[src/rtl/vanilla_id_scoreboard_pkg.sv]
// Shared types and constants for the vanilla core ID-stage scoreboard.
//   RV32_reg_els_gp   : number of architectural integer registers
//   reg_addr_width_gp : register id width
//   instruction_s     : raw RV32 instruction fields (rs1, rs2, rd used here)
//   decode_s          : decoder outputs (read_rs1, read_rs2, write_rd used here)
package vanilla_id_scoreboard_pkg;

    localparam int unsigned RV32_reg_els_gp   = 32;
    localparam int unsigned reg_addr_width_gp = 5;

    typedef struct packed {
        logic [6:0]                   funct7;
        logic [reg_addr_width_gp-1:0] rs2;
        logic [reg_addr_width_gp-1:0] rs1;
        logic [2:0]                   funct3;
        logic [reg_addr_width_gp-1:0] rd;
        logic [6:0]                   op;
    } instruction_s;

    typedef struct packed {
        logic write_rd;
        logic read_rs1;
        logic read_rs2;
        logic is_load_op;
        logic is_idiv_op;
        logic is_amo_op;
    } decode_s;

endpackage

[src/rtl/vanilla_id_scoreboard_if.sv]
// ID-stage / scoreboard signal bundle.
//   master : ID stage side (drives instruction, decode, score, flush, clears)
//   slave  : scoreboard side (drives dependency_o, pending_cnt_o, clear_err_o)
// Optional stall statistics (stall_cnt_o, last_stall_reg_o) exist only when
// VANILLA_SCOREBOARD_STALL_STATS_EN is defined.
interface vanilla_id_scoreboard_if
    import vanilla_id_scoreboard_pkg::*;
#(
    parameter int unsigned els_p            = RV32_reg_els_gp,
    parameter int unsigned num_clear_port_p = 2
);
    localparam int unsigned reg_addr_width_lp = $clog2(els_p);
    localparam int unsigned cnt_width_lp      = $clog2(els_p + 1);

    instruction_s                                        instruction_i;
    decode_s                                             decode_i;
    logic                                                id_v_i;
    logic                                                score_i;
    logic                                                flush_i;
    logic [num_clear_port_p-1:0]                         clear_i;
    logic [num_clear_port_p-1:0][reg_addr_width_lp-1:0] clear_id_i;
    logic                                                dependency_o;
    logic [cnt_width_lp-1:0]                             pending_cnt_o;
    logic                                                clear_err_o;
`ifdef VANILLA_SCOREBOARD_STALL_STATS_EN
    logic [31:0]                                         stall_cnt_o;
    logic [reg_addr_width_lp-1:0]                        last_stall_reg_o;
`endif

    modport master (
        output instruction_i, decode_i, id_v_i, score_i, flush_i, clear_i, clear_id_i,
        input  dependency_o, pending_cnt_o, clear_err_o
`ifdef VANILLA_SCOREBOARD_STALL_STATS_EN
        , input stall_cnt_o, last_stall_reg_o
`endif
    );

    modport slave (
        input  instruction_i, decode_i, id_v_i, score_i, flush_i, clear_i, clear_id_i,
        output dependency_o, pending_cnt_o, clear_err_o
`ifdef VANILLA_SCOREBOARD_STALL_STATS_EN
        , output stall_cnt_o, last_stall_reg_o
`endif
    );

endinterface

[src/rtl/vanilla_id_scoreboard_decode_with_v.sv]
// One-hot decoder with valid: o has bit i set when v_i, otherwise all zero.
//   i   : index to decode
//   v_i : enable
//   o   : one-hot result
module vanilla_id_scoreboard_decode_with_v #(
    parameter int unsigned num_out_p = 32
) (
    input  logic [$clog2(num_out_p)-1:0] i,
    input  logic                         v_i,
    output logic [num_out_p-1:0]         o
);
    localparam int unsigned sel_width_lp = $clog2(num_out_p);

    always_comb begin
        o = '0;
        for (int unsigned k = 0; k < num_out_p; k++) begin
            o[k] = v_i && (i == sel_width_lp'(k));
        end
    end

endmodule

[src/rtl/vanilla_id_scoreboard.sv]
// ID-stage scoreboard for long-latency integer writebacks (remote loads,
// idiv, AMO). Raises a same-cycle dependency stall on RAW/WAW against any
// pending register, with current-cycle clears bypassed.
//   clk_i, reset_i : clock, synchronous active-high reset
//   sb (slave)     : instruction/decode/score/flush/clear inputs;
//                    dependency_o (comb), pending_cnt_o, clear_err_o (registered)
// Optional: VANILLA_SCOREBOARD_STALL_STATS_EN adds stall_cnt_o and
// last_stall_reg_o.
module vanilla_id_scoreboard
    import vanilla_id_scoreboard_pkg::*;
#(
    parameter int unsigned els_p             = RV32_reg_els_gp,
    parameter int unsigned num_clear_port_p  = 2,
    parameter bit          x0_tied_to_zero_p = 1'b1
) (
    input logic               clk_i,
    input logic               reset_i,
    vanilla_id_scoreboard_if.slave sb
);
    localparam int unsigned reg_addr_width_lp = $clog2(els_p);
    localparam int unsigned cnt_width_lp      = $clog2(els_p + 1);

    logic [els_p-1:0]             scoreboard_r, scoreboard_n;
    logic [els_p-1:0]             clear_mask;
    logic [els_p-1:0]             score_mask;
    logic [els_p-1:0]             clear_decode [num_clear_port_p];
    logic [cnt_width_lp-1:0]      pending_cnt_r, pending_cnt_n;
    logic                         clear_err_r, clear_err_n;
    logic [reg_addr_width_lp-1:0] rs1, rs2, rd;
    logic                         score_v;
    logic                         rs1_dep, rs2_dep, waw_dep;

    assign rs1 = reg_addr_width_lp'(sb.instruction_i.rs1);
    assign rs2 = reg_addr_width_lp'(sb.instruction_i.rs2);
    assign rd  = reg_addr_width_lp'(sb.instruction_i.rd);

    // Fields carried by the shared structs that this stage does not need.
    logic unused_fields;
    assign unused_fields = ^{sb.instruction_i.funct7, sb.instruction_i.funct3,
                             sb.instruction_i.op, sb.decode_i.is_load_op,
                             sb.decode_i.is_idiv_op, sb.decode_i.is_amo_op};

    // Per-port clear decode, OR-reduced; duplicate ids collapse to one bit.
    for (genvar p = 0; p < num_clear_port_p; p++) begin : g_clear_dec
        vanilla_id_scoreboard_decode_with_v #(
            .num_out_p (els_p)
        ) u_dec (
            .i   (sb.clear_id_i[p]),
            .v_i (sb.clear_i[p]),
            .o   (clear_decode[p])
        );
    end

    always_comb begin
        clear_mask = '0;
        for (int unsigned p = 0; p < num_clear_port_p; p++) begin
            clear_mask = clear_mask | clear_decode[p];
        end
    end

    function automatic logic is_x0(input logic [reg_addr_width_lp-1:0] addr);
        return x0_tied_to_zero_p && (addr == '0);
    endfunction

    // Score/clear next state; score is applied after clear so it wins on a tie.
    always_comb begin
        score_v      = sb.id_v_i && sb.score_i && !sb.flush_i
                       && sb.decode_i.write_rd && !is_x0(rd);
        score_mask   = score_v ? (els_p'(1) << rd) : '0;
        scoreboard_n = (scoreboard_r & ~clear_mask) | score_mask;

        pending_cnt_n = '0;
        for (int unsigned k = 0; k < els_p; k++) begin
            pending_cnt_n = pending_cnt_n + cnt_width_lp'(scoreboard_n[k]);
        end

        clear_err_n = 1'b0;
        for (int unsigned p = 0; p < num_clear_port_p; p++) begin
            if (sb.clear_i[p] && !scoreboard_r[sb.clear_id_i[p]]) begin
                clear_err_n = 1'b1;
            end
        end
    end

    // Hazard detection with same-cycle clear bypass.
    always_comb begin
        rs1_dep = sb.decode_i.read_rs1 && scoreboard_r[rs1] && !clear_mask[rs1] && !is_x0(rs1);
        rs2_dep = sb.decode_i.read_rs2 && scoreboard_r[rs2] && !clear_mask[rs2] && !is_x0(rs2);
        waw_dep = sb.decode_i.write_rd && scoreboard_r[rd]  && !clear_mask[rd]  && !is_x0(rd);
    end

    assign sb.dependency_o = sb.id_v_i && (rs1_dep || rs2_dep || waw_dep);

    always_ff @(posedge clk_i) begin
        if (reset_i) begin
            scoreboard_r  <= '0;
            pending_cnt_r <= '0;
            clear_err_r   <= 1'b0;
        end else begin
            scoreboard_r  <= scoreboard_n;
            pending_cnt_r <= pending_cnt_n;
            clear_err_r   <= clear_err_n;
        end
    end

    assign sb.pending_cnt_o = pending_cnt_r;
    assign sb.clear_err_o   = clear_err_r;

`ifdef VANILLA_SCOREBOARD_STALL_STATS_EN
    logic [31:0]                  stall_cnt_r;
    logic [reg_addr_width_lp-1:0] last_stall_reg_r;
    logic [reg_addr_width_lp-1:0] stall_reg;

    // Blocking register priority: rs1, then rs2, then rd.
    always_comb begin
        stall_reg = rd;
        if (rs1_dep) begin
            stall_reg = rs1;
        end else if (rs2_dep) begin
            stall_reg = rs2;
        end
    end

    always_ff @(posedge clk_i) begin
        if (reset_i) begin
            stall_cnt_r      <= '0;
            last_stall_reg_r <= '0;
        end else if (sb.dependency_o) begin
            stall_cnt_r      <= stall_cnt_r + 32'd1;
            last_stall_reg_r <= stall_reg;
        end
    end

    assign sb.stall_cnt_o      = stall_cnt_r;
    assign sb.last_stall_reg_o = last_stall_reg_r;
`endif

    // Issuing a new long-latency writer while stalled would corrupt tracking.
    score_while_stalled_a: assert property (
        @(posedge clk_i) disable iff (reset_i) !(sb.score_i && sb.dependency_o));

endmodule

[src/flat_wrapper.sv]
// flat-port wrapper written by rule: the top's interface ports become plain ports
module vanilla_id_scoreboard_flat import vanilla_id_scoreboard_pkg::*;
#(
    parameter int unsigned els_p             = RV32_reg_els_gp,
    parameter int unsigned num_clear_port_p  = 2,
    parameter bit          x0_tied_to_zero_p = 1'b1
)
  (clk_i, reset_i, sb_instruction_i, sb_decode_i, sb_id_v_i, sb_score_i, sb_flush_i, sb_clear_i, sb_clear_id_i, sb_dependency_o, sb_pending_cnt_o, sb_clear_err_o);
  vanilla_id_scoreboard_if #(.els_p(els_p), .num_clear_port_p(num_clear_port_p)) sb_i ();
  input logic clk_i;
  input logic reset_i;
  input wire logic [$bits(sb_i.instruction_i)-1:0] sb_instruction_i;
  input wire logic [$bits(sb_i.decode_i)-1:0] sb_decode_i;
  input wire logic [$bits(sb_i.id_v_i)-1:0] sb_id_v_i;
  input wire logic [$bits(sb_i.score_i)-1:0] sb_score_i;
  input wire logic [$bits(sb_i.flush_i)-1:0] sb_flush_i;
  input wire logic [$bits(sb_i.clear_i)-1:0] sb_clear_i;
  input wire logic [$bits(sb_i.clear_id_i)-1:0] sb_clear_id_i;
  output wire logic [$bits(sb_i.dependency_o)-1:0] sb_dependency_o;
  output wire logic [$bits(sb_i.pending_cnt_o)-1:0] sb_pending_cnt_o;
  output wire logic [$bits(sb_i.clear_err_o)-1:0] sb_clear_err_o;
  assign sb_i.instruction_i = sb_instruction_i;
  assign sb_i.decode_i = sb_decode_i;
  assign sb_i.id_v_i = sb_id_v_i;
  assign sb_i.score_i = sb_score_i;
  assign sb_i.flush_i = sb_flush_i;
  assign sb_i.clear_i = sb_clear_i;
  assign sb_i.clear_id_i = sb_clear_id_i;
  assign sb_dependency_o = sb_i.dependency_o;
  assign sb_pending_cnt_o = sb_i.pending_cnt_o;
  assign sb_clear_err_o = sb_i.clear_err_o;
  vanilla_id_scoreboard #(.els_p(els_p), .num_clear_port_p(num_clear_port_p), .x0_tied_to_zero_p(x0_tied_to_zero_p)) u_core (.clk_i(clk_i), .reset_i(reset_i), .sb(sb_i));
endmodule
[config.mk]
export PLATFORM = sky130hd
export DESIGN_NAME = vanilla_id_scoreboard_flat
export DESIGN_NICKNAME = d
export VERILOG_FILES = /design/src/rtl/vanilla_id_scoreboard_pkg.sv /design/src/rtl/vanilla_id_scoreboard_if.sv /design/src/rtl/vanilla_id_scoreboard_decode_with_v.sv /design/src/rtl/vanilla_id_scoreboard.sv /design/src/flat_wrapper.sv
export SDC_FILE = /design/constraint.sdc
export NUM_CORES = 1
export LEC_CHECK = 0
export ABC_AREA = 1
export CAP_MARGIN = 20
export CORE_MARGIN = 2
export CORE_UTILIZATION = 60
export DETAILED_ROUTE_END_ITERATION = 16
export PLACE_DENSITY_LB_ADDON = 0.2
export SLEW_MARGIN = 0
export SYNTH_ARGS = -nofsm -noshare
export SYNTH_HDL_FRONTEND = slang
export SYNTH_SLANG_ARGS = --single-unit
[constraint.sdc]
create_clock -name clk_i -period 14.4 [get_ports clk_i]
set_clock_uncertainty 0.1 [all_clocks]
set_input_delay 2.88 -clock clk_i [delete_from_list [all_inputs] [get_ports clk_i]]
set_output_delay 2.88 -clock clk_i [all_outputs]
set_load 0.02 [all_outputs]
== Word-level counts from Yosys, hierarchy flattened ==
Index checks and enable logic that the tools add are counted.
Storage, ports and cells
  flip-flop bits (word level): 39
  input bits: 55
Operators by class
  reductions and logical operators: 96
  add/subtract/negate cells: 31
  equal/unequal tests: 62
  bitwise gates (word level): 4
  shift-type cells: 1
  magnitude comparators: 5
  muxes and demuxes: 19
Operator list (count)
  $add A6 B1 Y6: 30
  $eq A5 B5 Y1 const B: 32
  $eq A5 B4 Y1 const B: 16
  $logic_and A1 B1 Y1: 80
  $or A32 B32 Y32: 2
  $bmux W1 S5: 8
  $eq A5 B3 Y1 const B: 8
  $and A32 B32 Y32: 1
  $mux W32: 1
  $not A32 Y32: 1
  $shl A1 B5 Y32 const A: 1
  $lt A5 B6 Y1 const B: 5
  $logic_not A5 Y1: 5
  $eq A5 B2 Y1 const B: 4
  $eq A5 B1 Y1 const B: 2
  $mux W1: 10
  $logic_not A1 Y1: 9
  $add A1 B1 Y2: 1
  $logic_or A1 B1 Y1: 2

== Depth between registers and ports, before layout ==
Gate-level depths: netlist of run 1.
  depth after elaboration: 37
  mapped depth: 29
  depth with buffers taken out: 28

== Hierarchy ==
From an unflattened synthesis of run 1, not the netlist that was laid out.
Second synthesis, totals
  cells, all modules: 1026
  area total of the unflattened synthesis: 5597.9 um2
By module, submodules not included
  vanilla_id_scoreboard: cells each 892, area each 5064.9 um2, times used 1
  vanilla_id_scoreboard_decode_with_v: cells each 67, area each 266.5 um2, times used 2

== Least setup slack after synthesis of run 1 ==
Ideal clock, no wire load.
  kind: in2reg
  from: input sb_instruction_i[11]
  to: register u_core.pending_cnt_r[4], in the netlist u_core.sb.pending_cnt_o[4]
  data required time: 14.169 ns
  slack: 5.779 ns
  arrival: 8.389 ns
  stages on the path: 27
  cells stage by stage: buf_2 -> clkinv_1 -> nand3_1 -> nand2_1 -> nor3_2 -> buf_2 -> nand4_1 -> nand2_1 -> ha_1 -> fa_1 -> inv_1 -> fa_1 -> inv_1 -> fa_1 -> inv_1 -> fa_1 -> fa_1 -> fa_1 -> fa_1 -> fa_1 -> inv_1 -> nand2_1 -> inv_1 -> nor2_1 -> nor2_1 -> o21a_1 -> nor3_1
On the way
  longest elaborated chain between the ends: 36
  elaborated cells between the ends (all ways): 37
  those cells by class: add/sub: 31; shift: 1; mux: 1; bitwise: 1; reduce/logical: 3
Ends and longest elaborated chain
  from (decl): RTL line flat_wrapper.sv:12  | input wire logic [$bits(sb_i.instruction_i)-1:0] sb_instruction_i;
  $logic_not A5 Y1: RTL line vanilla_id_scoreboard.sv:62  | return x0_tied_to_zero_p && (addr == '0);
  $logic_not A1 Y1: RTL line vanilla_id_scoreboard.sv:68  | && sb.decode_i.write_rd && !is_x0(rd);
  $logic_and A1 B1 Y1: RTL line vanilla_id_scoreboard.sv:68
  $mux W32 *: RTL line vanilla_id_scoreboard.sv:69  | score_mask = score_v ? (els_p'(1) << rd) : '0;
  $or A32 B32 Y32 *: RTL line vanilla_id_scoreboard.sv:70  | scoreboard_n = (scoreboard_r & ~clear_mask) | score_mask;
  named net u_core.scoreboard_n[1]: RTL line vanilla_id_scoreboard.sv:23  | logic [els_p-1:0] scoreboard_r, scoreboard_n;
  $add A1 B1 Y2 *: RTL line vanilla_id_scoreboard.sv:74  | pending_cnt_n = pending_cnt_n + cnt_width_lp'(scoreboard_n[k]);
  $add A6 B1 Y6 * (30 in series): RTL line vanilla_id_scoreboard.sv:74
  to (signal assigned): RTL line vanilla_id_scoreboard.sv:101  | pending_cnt_r <= pending_cnt_n;
  to (decl): RTL line vanilla_id_scoreboard.sv:27  | logic [cnt_width_lp-1:0] pending_cnt_r, pending_cnt_n;
The timed path passes the listed nets; every way through them passes the cells marked *.
A chain may end at the register's enable or synchronous reset.

== Worst setup path in the final report of run 1 ==
Same ends and word-level chain as after synthesis.

==> impl_summary.txt, run 1 <==
----------------------------------------------------
[Yosys]
  Area leader, netlist ... nand2_1
  Mean instance size in the synthesized netlist ... roughly 5.6 sq um
  Post-synthesis cell type count ... 36
  EDFF count, synth ... 0
  Post-Synthesis Cells ... 920
  Synth async-reset ratio ... 0
  Post-Syn Area ... 5150 sq um
  Flops & latches, synth ... 39
  Sequential share of the synthesized area ... 0.152
  Number of warnings issued by yosys ... 0
  Net count of the mapped netlist ... 1,007
  Most common library cells after synthesis ... 302 x nand2_1, 125 x nor2_1, 105 x inv_1, 98 x nand3_1, 40 x a21oi_1
  Most frequent cell after synthesis ... nand2_1
  Flip-flop cell with the highest count after synthesis ... dfxtp_1
  Synth top area cells ... nand2_1 22%, dfxtp_1 15%, nand3_1 9.5%, fa_1 9.3%, nor2_1 9.1%
  Post-synth top area share ... 0.220

[Timing]
  Unrepaired setup endpoints after global routing ... no
  Hold Worst Slack ... about 0.47 ns
  Max-slew violation count ... 0
  Fin crit share ... 0.713
  Maximum frequency from static timing analysis ... 97.5 MHz
  Minimum clock period after layout ... between 10 and 15 ns
  Sum of negative setup slack ... 0 ns
  Normalized max-slew margin ... 0.290
  Actual slew at the worst max-slew pin ... about 1.1 ns
  Final Setup Violations ... 0
  Final number of hold-violating endpoints ... 0

[Floorplan]
  Count of standard-cell rows ... 33
  Die span in y ... 96.6 microns
  Die width ... around 97 microns
  I/O Pins ... between 60 and 70
  Starting utilization of the core area ... 0.623
  Floorplan die area ... ~9300 sq um
  Core Box Area ... a little over 8000 sq um

[Global route]
  First-pass GRT wire length ... ~33,000 microns
  Most crowded layer after global routing ... met2
  Number of global-route vias before repair ... 6,207
  Initial antenna violation count ... 0
  Met1 capacity usage during global routing ... 0.566
  Residual overflow from global routing ... 0
  Met3 usage in global routing ... 0.0860
  Met2 track demand over resource ... 0.673
  Maximum number of pins on one net before global-route repair ... 35
  Global Route Usage Sum ... 0.438

[Worst setup path]
  CP startpoint kind ... input pin
  Capture instance of the worst register-to-register path ... u_core.sb.pending_cnt_o[4]
  Setup slack on the worst flop-to-flop path ... a little under 9 ns
  Worst Reg-to-Reg Cells ... 21
  Worst Setup SP ... sb_instruction_i[11]
  Crit end category ... flip-flop
  Required time at the endpoint of the critical path ... 14.48 ns
  Beginning of the worst register-to-register path ... u_core.scoreboard_r[1]
  Crit-path max FO ... 31
  Classification of the worst setup path ... input pin to flip-flop
  Data arrival time of the critical path ... approximately 10 ns

[Finish]
  Relative area change from synthesis to final layout ... 9.21%
  Proportion of layout cells with a drive suffix above 1 ... 0.0224
  Fillers ... between 700 and 800
  Post-layout net count ... 1,022
  Antenna cell count ... 0
  Non-filler cells in the finished layout ... about 1,000

[CTS]
  Number of buffers on the longest clock path ... 2
  Number of hold buffers added after cts ... 0
  Number of gates resized after cts ... 0
  Root Buffer Master ... clkbuf_8
  H-Tree Level Count ... 2
  Clock-pin slew on the worst setup and hold paths ... ~0.08 ns
  Worst-Skew Late Latency ... around 0.3 ns
  Post-CTS Setup Bufs ... 0
  Clock net sink count ... 39
  Clock tree from TritonCTS ... done
  Cts bufs inserted ... 5

[Placement]
  Sum of net half-perimeters after detailed placement ... roughly 16,000 microns
  Final RePlAce weighted congestion ... about 1.1
  Placed cells ... approximately 1,000
  PortBufs ... 42

[Route]
  Routed Antenna Nets ... 0
  Via density per instance ... around 6.6
  Average wire length per cell after detail routing ... between 20 and 25 microns
  Total via count in the routed design ... between 6,000 and 7,000
  DR iter-0 viols ... around 1,100
  Drt pass-1 iters ... 9
  Number of remaining DRC errors ... 0
  Post-Route WL ... roughly 21,000 microns

[Power and ir drop]
  Areal power density over the cells ... between 40 and 50 nW/um^2
  Leakage power summed over all cells ... roughly 2.6 nW
  Peak supply drop ... roughly 64 uV

[Min path]
  Hold endpoint ... u_core.scoreboard_r[27]
  Start point of the worst min-delay path ... u_core.scoreboard_r[27]
  Number of cells traversed by the worst hold path ... 2
  Worst hold path class ... flip-flop to flip-flop

[Status]
  Run status ... finished, final reports clean

[Job]
  Max-cap violations ... 0

----------------------------------------------------
[per-layer routing]
| metal | vias up | share of wire | routed length, microns |
|---|---|---|---|
| li1 | 3029 | - | - |
| met1 | 3000 | 0.34 | 7220 |
| met2 | 675 | 0.42 | 8990 |
| met3 | 166 | 0.16 | 3330 |
| met4 | 0 | 0.078 | 1650 |
| met5 | - | 0 | 0 |
[worst max-delay path by stage]
stage                            endpoint  slack [ns]  cells after the start
6_report       u_core.sb.pending_cnt_o[4]        4.14                     27
5_1_grt        u_core.sb.pending_cnt_o[4]        3.86                     27
4_1_cts        u_core.sb.pending_cnt_o[4]        4.26                     27
3_5_place_dp   u_core.sb.pending_cnt_o[4]        3.98                     27
3_3_place_gp   u_core.sb.pending_cnt_o[4]        4.14                     27
2_1_floorplan  u_core.sb.pending_cnt_o[4]        5.78                     27
[registers in the layout, indices dropped and copies added (netlist names)]
name	count
u_core.scoreboard_r	32
u_core.sb.pending_cnt_o	6
u_core.sb.clear_err_o	1
[report_power, final]
group | switching [mW] | internal, mW
Combinational | 0.0561 | 0.0227
Sequential | 0.000471 | 0.108
Clock | 0.0418 | 0.0341
Total | 0.0984 | 0.165
[layout by cell type, fill, tap and decap left out, drive strengths merged]
| cell | n |
|---|---|
| buf | 4 |
| o211ai | 4 |
| o21ai | 29 |
| a21oi | 40 |
| nor3 | 10 |
| a31oi | 4 |
| a41oi | 3 |
| clkinv | 5 |
| clkbuf | 7 |
| a211oi | 1 |
| o21a | 1 |
| o221ai | 7 |
| a221oi | 4 |
| or2 | 1 |
| ha | 8 |
| dfxtp | 39 |
| a22oi | 16 |
| nand3 | 98 |
| nor2 | 131 |
| nor3b | 1 |
| inv | 107 |
| nand2 | 303 |
| a32oi | 7 |
| nand4 | 26 |
| clkdlybuf4s50 | 42 |
| and2 | 1 |
| o22ai | 10 |
| a21boi | 3 |
| fa | 24 |
[cell type report]
class,count,area (sq um),share of cell area
clock buffer,7,76.3,0.0136
clock inverter,1,5.00,0.000890
inverter,111,417,0.0741
multi-input combinational,732,3760,0.669
sequential,39,781,0.139
tap,105,131,0.0234
timing repair buffer,46,450,0.0801
[critical path, stage by stage]
cell             delay (ns)
clkdlybuf4s50_1        0.92
clkinv_1               0.68
nand3_1                0.27
nand2_1                0.10
nor3_2                 0.11
buf_4                  0.33
nand4_1                0.18
nand2_1                0.10
ha_1                   0.24
fa_1                   0.48
inv_1                  0.05
fa_1                   0.49
inv_1                  0.06
fa_1                   0.51
inv_1                  0.06
fa_1                   0.47
fa_1                   0.53
fa_1                   0.44
fa_1                   0.43
fa_1                   0.43
inv_1                  0.08
nand2_1                0.05
inv_1                  0.06
nor2_1                 0.04
nor2_1                 0.15
o21a_1                 0.14
nor3_1                 0.04
[through the flow]
step                      utilization  worst slack (ns)  power [mW]  instance area, sq um
after floorplan                     -              5.78       0.157                  5150
after global placement          0.671              4.14       0.185                  5540
after detailed placement        0.671              3.98       0.186                  5540
after CTS                       0.681              4.26       0.258                  5620
after global routing            0.681              3.86       0.270                  5620
final                           0.681              4.14       0.264                  5620
[cells by family after synthesis]
logic type / share of synthesized area
compound gates: 0.156
fa+ha+maj: 0.113
buf+inv: 0.118
flops: 0.152
simple gates: 0.461
(Power assumes the default switching activity.)
==> inputs of run 2 (changes only) <==
- CORE_UTILIZATION: 60 -> 58
- clock period: 14.4 -> 9.9 ns (I/O delays scaled with it)
==> run 2 against run 1 <==
Against the previous run: count of clock-buffer cells in the layout is 1 lower; worst hold slack better by 0.034 ns; largest power group unchanged; critical path depth stayed put; clock power is 87% higher; register-to-register slack worse by 4.7 ns; worst setup slack worse by 3.1 ns; routed wire length is 4.3% higher; power is 59% higher.
==> impl_summary.txt, run 2 (synthesized netlist as in run 1, its figures left out) <==
----------------------------------------------------
[Status]
  Run status ... finished, final reports clean

[Placement]
  PortBufs ... 42 (unchanged)
  Post-placement worst setup slack ... 0.855 ns (-3.12 ns)
  Sum of net half-perimeters after detailed placement ... 17,100 microns (+4.5%)
  Final RePlAce weighted congestion ... 1.10 (-0.18%)
  Placed cells ... 1,044 (+1.1%)

[Route]
  DR iter-0 viols ... 1,006 (-9.5%)
  Number of remaining DRC errors ... 0 (unchanged)
  Total via count in the routed design ... 6,854 (-0.23%)
  Met2 routed WL ... 9630 microns (+7.1%)
  Routed Antenna Nets ... 0 (unchanged)
  Average wire length per cell after detail routing ... 21.0 microns (+3.2%)
  Via density per instance ... 6.52 (-1.3%)
  Highest signal layer in the routed design ... met4
  Length of routed wiring on met1 ... 7710 microns (+6.8%)
  Met3 routed wirelength ... 3150 microns (-5.6%)
  Drt pass-1 iters ... 6 (-3)
  Post-Route WL ... 22,100 microns (+4.3%)

[Global route]
  Maximum number of pins on one net before global-route repair ... 32 (-8.6%)
  Number of global-route vias before repair ... 6,383 (+2.8%)
  Global Route Usage Sum ... 0.452 (+0.0134)
  Initial antenna violation count ... 0 (unchanged)
  First-pass GRT wire length ... 34,000 microns (+4.2%)
  Residual overflow from global routing ... 0 (unchanged)

[Power and ir drop]
  Leakage power summed over all cells ... 2.64 nW (+2.3%)
  Areal power density over the cells ... 73.1 nW/um^2 (+56%)
  Peak supply drop ... 106 uV (+65%)
  Overall power consumption ... 418 uW (+59%)

[Timing]
  Fin crit share ... 0.896
  Maximum frequency from static timing analysis ... roughly 110 MHz
  Normalized max-slew margin ... 0.280 (-0.0108)
  Minimum clock period after layout ... 8.87 ns
  Final Setup Violations ... 0 (unchanged)
  Final number of hold-violating endpoints ... 0 (unchanged)
  Unrepaired setup endpoints after global routing ... no
  Actual slew at the worst max-slew pin ... 1.08 ns (+0.0161 ns)
  Slack of the critical path ... 1.03 ns (-3.11 ns)
  Max-slew violation count ... 0 (unchanged)
  Sum of negative setup slack ... 0 ns (unchanged)

[Worst setup path]
  Slowest Stage Delay on Critical Path ... 0.94 ns (+0.02 ns)
  Data arrival time of the critical path ... 8.99 ns (-1.35 ns)
  Cell repeated most along the worst path ... fa_1
  Top cell family by delay on the critical path ... adder cells
  Capture instance of the worst register-to-register path ... u_core.sb.pending_cnt_o[4]
  Worst Reg-to-Reg Cells ... 21 (unchanged)
  Critical path buffer and inverter count ... 8 (unchanged)
  Setup slack on the worst flop-to-flop path ... 3.94 ns (-4.70 ns)
  Crit-path max FO ... 31 (unchanged)
  Beginning of the worst register-to-register path ... u_core.scoreboard_r[1]
  Critical Path Slowest Stage Cell ... clkdlybuf4s50_1
  Classification of the worst setup path ... input pin to flip-flop
  Required time at the endpoint of the critical path ... 10.01 ns (-4.47 ns)
  CP startpoint kind ... input pin
  Crit end category ... flip-flop

[Finish]
  Most flop-heavy register ... u_core.scoreboard_r
  Post-layout net count ... 1,030 (+0.78%)
  Most used cells in the layout excluding fill and tap cells ... 302 x nand2_1, 125 x nor2_1, 105 x inv_1, 98 x nand3_1, 42 x clkdlybuf4s50_1
  Max FFs per register ... 32 (unchanged)
  Leading cell type in the layout, fill and taps excluded ... nand2_1
  Proportion of layout cells with a drive suffix above 1 ... 0.0328 (+0.0104)
  Antenna cell count ... 0 (unchanged)
  Fillers ... 859 (+8.5%)
  Multi-input gate area in the final layout ... 3760 sq um (unchanged)
  Non-filler cells in the finished layout ... 1,052 (+1.1%)
  FF/Latch Area ... 781 sq um (unchanged)
  Relative area change from synthesis to final layout ... 11.2%
  Layout Utilization ... 0.659 (-0.0214)

[CTS]
  Number of gates resized after cts ... 0 (unchanged)
  Number of hold buffers added after cts ... 0 (unchanged)
  Post-CTS Setup Bufs ... 0 (unchanged)
  Number of buffers on the longest clock path ... 2 (unchanged)
  H-Tree Level Count ... 2 (unchanged)
  Clock net sink count ... 39 (unchanged)
  Clock tree from TritonCTS ... done
  Clock-pin slew on the worst setup and hold paths ... 0.08 ns (about the same)
  Root Buffer Master ... clkbuf_8
  Worst-Skew Late Latency ... 0.29 ns (about the same)
  Cts bufs inserted ... 5 (unchanged)

[Floorplan]
  Starting utilization of the core area ... 0.593 (-0.0302)
  Die span in y ... 98.2 microns (+1.6%)
  Floorplan die area ... 9640 sq um (+3.3%)
  Die width ... 98.2 microns (+1.6%)
  Count of standard-cell rows ... 34 (+3.0%)
  Core Box Area ... 8680 sq um (+5.1%)
  I/O Pins ... 63 (unchanged)

[Min path]
  Number of cells traversed by the worst hold path ... 2 (unchanged)
  Worst hold path class ... flip-flop to flip-flop
  Hold endpoint ... u_core.scoreboard_r[23]
  Start point of the worst min-delay path ... u_core.scoreboard_r[23]

[Job]
  Max-cap violations ... 0 (unchanged)

----------------------------------------------------
run 2: stage by stage:
stage                     hold WS (ns)  instance area (sq um)
after floorplan                  0.388                   5150
after global placement           0.443                   5600
after detailed placement         0.473                   5600
after CTS                        0.485                   5720
after global routing             0.513                   5720
final                            0.499                   5720
run 2: area by class of cell:
| cell class | instances | area share |
|---|---|---|
| Clock buffer | 6 | 0.0144 |
| Clock inverter | 2 | 0.00612 |
| Inverter | 111 | 0.0728 |
| Multi-Input combinational cell | 732 | 0.657 |
| Sequential cell | 39 | 0.136 |
| Tap cell | 108 | 0.0236 |
| Timing Repair Buffer | 54 | 0.0892 |
run 2: metal layers:
metal | GRT usage | vias to the layer above
met4 | 0.249 | 0
met1 | 0.587 | 3046
li1 | - | 3051
met3 | 0.0780 | 144
met5 | 0 | -
met2 | 0.715 | 613
run 2: report_power, final:
group          leakage [nW]  internal, mW  switching (mW)  total (mW)
clock network        0.0612        0.0816          0.0602       0.142
registers             0.314         0.158        0.000677       0.158
logic                  2.27        0.0351          0.0831       0.118
total                  2.64         0.274           0.144       0.418
run 2: worst min-delay path: stages (launching register included):
cell,delay [ns]
dfxtp_1,0.36
nand3_1,0.13
a21oi_1,0.07
run 2: worst max-delay path by stage:
stage                               from                    endpoint  slack (ns)  cells after the start
floorplan           sb_instruction_i[11]  u_core.sb.pending_cnt_o[4]        2.18                     27
global placement    sb_instruction_i[11]  u_core.sb.pending_cnt_o[4]        1.16                     27
detailed placement  sb_instruction_i[11]  u_core.sb.pending_cnt_o[4]        0.86                     27
CTS                 sb_instruction_i[11]  u_core.sb.pending_cnt_o[4]        1.15                     27
global route        sb_instruction_i[11]  u_core.sb.pending_cnt_o[4]        0.74                     27
finish              sb_instruction_i[11]  u_core.sb.pending_cnt_o[4]        1.03                     27
==> inputs of run 3 (changes only) <==
- CORE_UTILIZATION: 58 -> 45
==> run 3 against run 2 <==
Against the previous run: combinational power about the same; worst hold slack worse by 0.024 ns; routed wire length about the same; count of clock-buffer cells in the layout unchanged; final area up 2.4%; cell count up 3.6%; critical endpoint unchanged; largest cell class unchanged.
==> impl_summary.txt, run 3 (synthesized netlist as in run 1, its figures left out) <==
----------------------------------------------------
[Power and ir drop]
  Areal power density over the cells ... 79.4 nW/um^2 (+8.6%)
  Leakage power summed over all cells ... 2.69 nW (+1.7%)
  Peak supply drop ... 83.5 uV (-21%)

[Finish]
  Final Instance Area ... 5860 sq um (+2.4%)
  Most used cells in the layout excluding fill and tap cells ... 302 x nand2_1, 125 x nor2_1, 105 x inv_1, 98 x nand3_1, 42 x clkdlybuf4s50_1
  Max FFs per register ... 32 (unchanged)
  Layout Utilization ... 0.519 (-0.140)
  Post-layout net count ... 1,033 (+0.29%)
  Fillers ... 1,233 (+44%)
  Proportion of layout cells with a drive suffix above 1 ... 0.0359 (+0.00306)
  Leading cell type in the layout, fill and taps excluded ... nand2_1
  Most flop-heavy register ... u_core.scoreboard_r
  Antenna cell count ... 0 (unchanged)
  Relative area change from synthesis to final layout ... 13.8%

[Route]
  Post-Route WL ... 22,100 microns (about the same)
  Total via count in the routed design ... 6,527 (-4.8%)
  Number of remaining DRC errors ... 0 (unchanged)
  DR iter-0 viols ... 838 (-17%)
  Drt pass-1 iters ... 6 (unchanged)
  Routed Antenna Nets ... 0 (unchanged)
  Average wire length per cell after detail routing ... 20.3 microns (-3.6%)
  Via density per instance ... 5.99 (-8.1%)

[Timing]
  Minimum clock period after layout ... 8.36 ns (-0.513 ns)
  Normalized max-slew margin ... 0.352 (+0.0726)
  Hold Worst Slack ... 0.475 ns (-0.0238 ns)
  Maximum frequency from static timing analysis ... 120 MHz (+6.1%)
  Sum of negative setup slack ... 0 ns (unchanged)
  Final Setup Violations ... 0 (unchanged)
  Unrepaired setup endpoints after global routing ... no
  Final number of hold-violating endpoints ... 0 (unchanged)
  Max-slew violation count ... 0 (unchanged)
  Fin crit share ... 0.844 (-0.0519)
  Slack of the critical path ... 1.54 ns (+0.513 ns)
  Actual slew at the worst max-slew pin ... 0.969 ns (-0.108 ns)

[Worst setup path]
  Capture instance of the worst register-to-register path ... u_core.sb.pending_cnt_o[4]
  Critical Path Slowest Stage Cell ... nor2_2
  Classification of the worst setup path ... input pin to flip-flop
  Setup slack on the worst flop-to-flop path ... 4.28 ns (+0.34 ns)
  Worst Reg-to-Reg Cells ... 21 (unchanged)
  Top cell family by delay on the critical path ... adder cells
  Crit end category ... flip-flop
  Worst Setup SP ... sb_clear_i[1]
  Required time at the endpoint of the critical path ... 10.00 ns (about the same)
  CP startpoint kind ... input pin
  Number of cells on the critical path ... 24 (-11%)
  Cells along the critical path ... clkdlybuf4s50_1 -> inv_1 -> nor2_2 -> nand3_1 -> nand3_1 -> nand2_1 -> fa_1 -> inv_1 -> fa_1 -> inv_1 -> fa_1 -> inv_1 -> fa_1 -> fa_1 -> fa_1 -> fa_1 -> fa_1 -> inv_1 -> nand2_1 -> inv_1 -> nor2_1 -> nor2_1 -> nor3_1 -> nor3_1
  Data arrival time of the critical path ... 8.46 ns (-0.53 ns)
  Cell repeated most along the worst path ... fa_1
  Beginning of the worst register-to-register path ... u_core.scoreboard_r[0]
  Worst setup path endpoint ... u_core.sb.pending_cnt_o[4]
  Critical path buffer and inverter count ... 7 (-1)
  Slowest Stage Delay on Critical Path ... 0.63 ns (-0.31 ns)
  Crit-path max FO ... 17 (-45%)

[CTS]
  Cts bufs inserted ... 5 (unchanged)
  Clock-pin slew on the worst setup and hold paths ... 0.06 ns (-0.02 ns)
  Number of buffers on the longest clock path ... 2 (unchanged)
  H-Tree Level Count ... 2 (unchanged)
  Root Buffer Master ... clkbuf_16
  Worst-Skew Late Latency ... 0.28 ns (about the same)
  Number of gates resized after cts ... 0 (unchanged)
  Post-CTS Setup Bufs ... 0 (unchanged)
  Clock net sink count ... 39 (unchanged)
  Clock tree from TritonCTS ... done
  Number of hold buffers added after cts ... 0 (unchanged)

[Global route]
  Global Route Usage Sum ... 0.356 (-0.0960)
  Maximum number of pins on one net before global-route repair ... 40 (+25%)
  Number of global-route vias before repair ... 5,838 (-8.5%)
  First-pass GRT wire length ... 34,100 microns (+0.18%)
  Initial antenna violation count ... 0 (unchanged)
  Residual overflow from global routing ... 0 (unchanged)

[Min path]
  Worst hold path class ... flip-flop to flip-flop

[Floorplan]
  Count of standard-cell rows ... 39 (+15%)
  I/O Pins ... 63 (unchanged)
  Core Box Area ... 11,300 sq um (+30%)
  Die span in y ... 111 microns (+13%)
  Die width ... 111 microns (+13%)
  Starting utilization of the core area ... 0.457 (-0.136)
  Floorplan die area ... 12,300 sq um (+28%)

[Placement]
  Instance area at placement ... 5680 sq um (+1.4%)
  Final RePlAce weighted congestion ... 1.04 (-5.5%)
  Sum of net half-perimeters after detailed placement ... 17,600 microns (+2.4%)
  Post-placement worst setup slack ... 1.31 ns (+0.457 ns)
  PortBufs ... 42 (unchanged)

[Job]
  Max-cap violations ... 0 (unchanged)

[Status]
  Run status ... finished, final reports clean

----------------------------------------------------
-- run 3: report_power, final --
group	internal, mW	total [mW]	switching, mW
clock	0.125	0.186	0.0613
sequential	0.158	0.159	0.000653
combinational	0.0362	0.120	0.0840
total	0.319	0.465	0.146
-- run 3: per-stage QoR --
step,power (mW),std cells
floorplan,0.229,920
global route,0.483,1090
CTS,0.464,1090
global placement,0.279,1082
detailed placement,0.278,1082
finish,0.465,1090
-- run 3: how the worst min path moves through the flow --
stage | startpoint | end | slack, ns | cells past startpoint
after floorplan | u_core.scoreboard_r[10] | u_core.scoreboard_r[10] | 0.39 | 2
after global placement | u_core.scoreboard_r[23] | u_core.scoreboard_r[23] | 0.45 | 2
after detailed placement | u_core.scoreboard_r[27] | u_core.scoreboard_r[27] | 0.45 | 2
after CTS | u_core.scoreboard_r[27] | u_core.scoreboard_r[27] | 0.46 | 2
after global routing | u_core.scoreboard_r[23] | u_core.scoreboard_r[23] | 0.50 | 2
final | u_core.scoreboard_r[27] | u_core.scoreboard_r[27] | 0.48 | 2
-- run 3: cell type report --
cell class	count	area (sq um)	share of cell area
Clock inverter	2	35.0	0.00598
Tap cell	143	179	0.0306
Multi-Input combinational cell	732	3760	0.642
Clock buffer	6	139	0.0237
Inverter	111	417	0.0712
Sequential cell	39	781	0.133
Timing Repair Buffer	57	546	0.0932
-- run 3: tightest hold or removal path, delay by kind of cell (launching register included) --
family | cells | cell delay [ns]
DFF | 1 | 0.36
and+or+nand+nor | 1 | 0.11
AOI/OAI and AO/OA | 1 | 0.06
-- run 3: layer usage --
layer	routed length, microns	share of wire	track usage
met5	0	0	0
met2	9500	0.43	0.538
met4	1120	0.051	0.173
met3	2320	0.11	0.0426
met1	9140	0.41	0.503
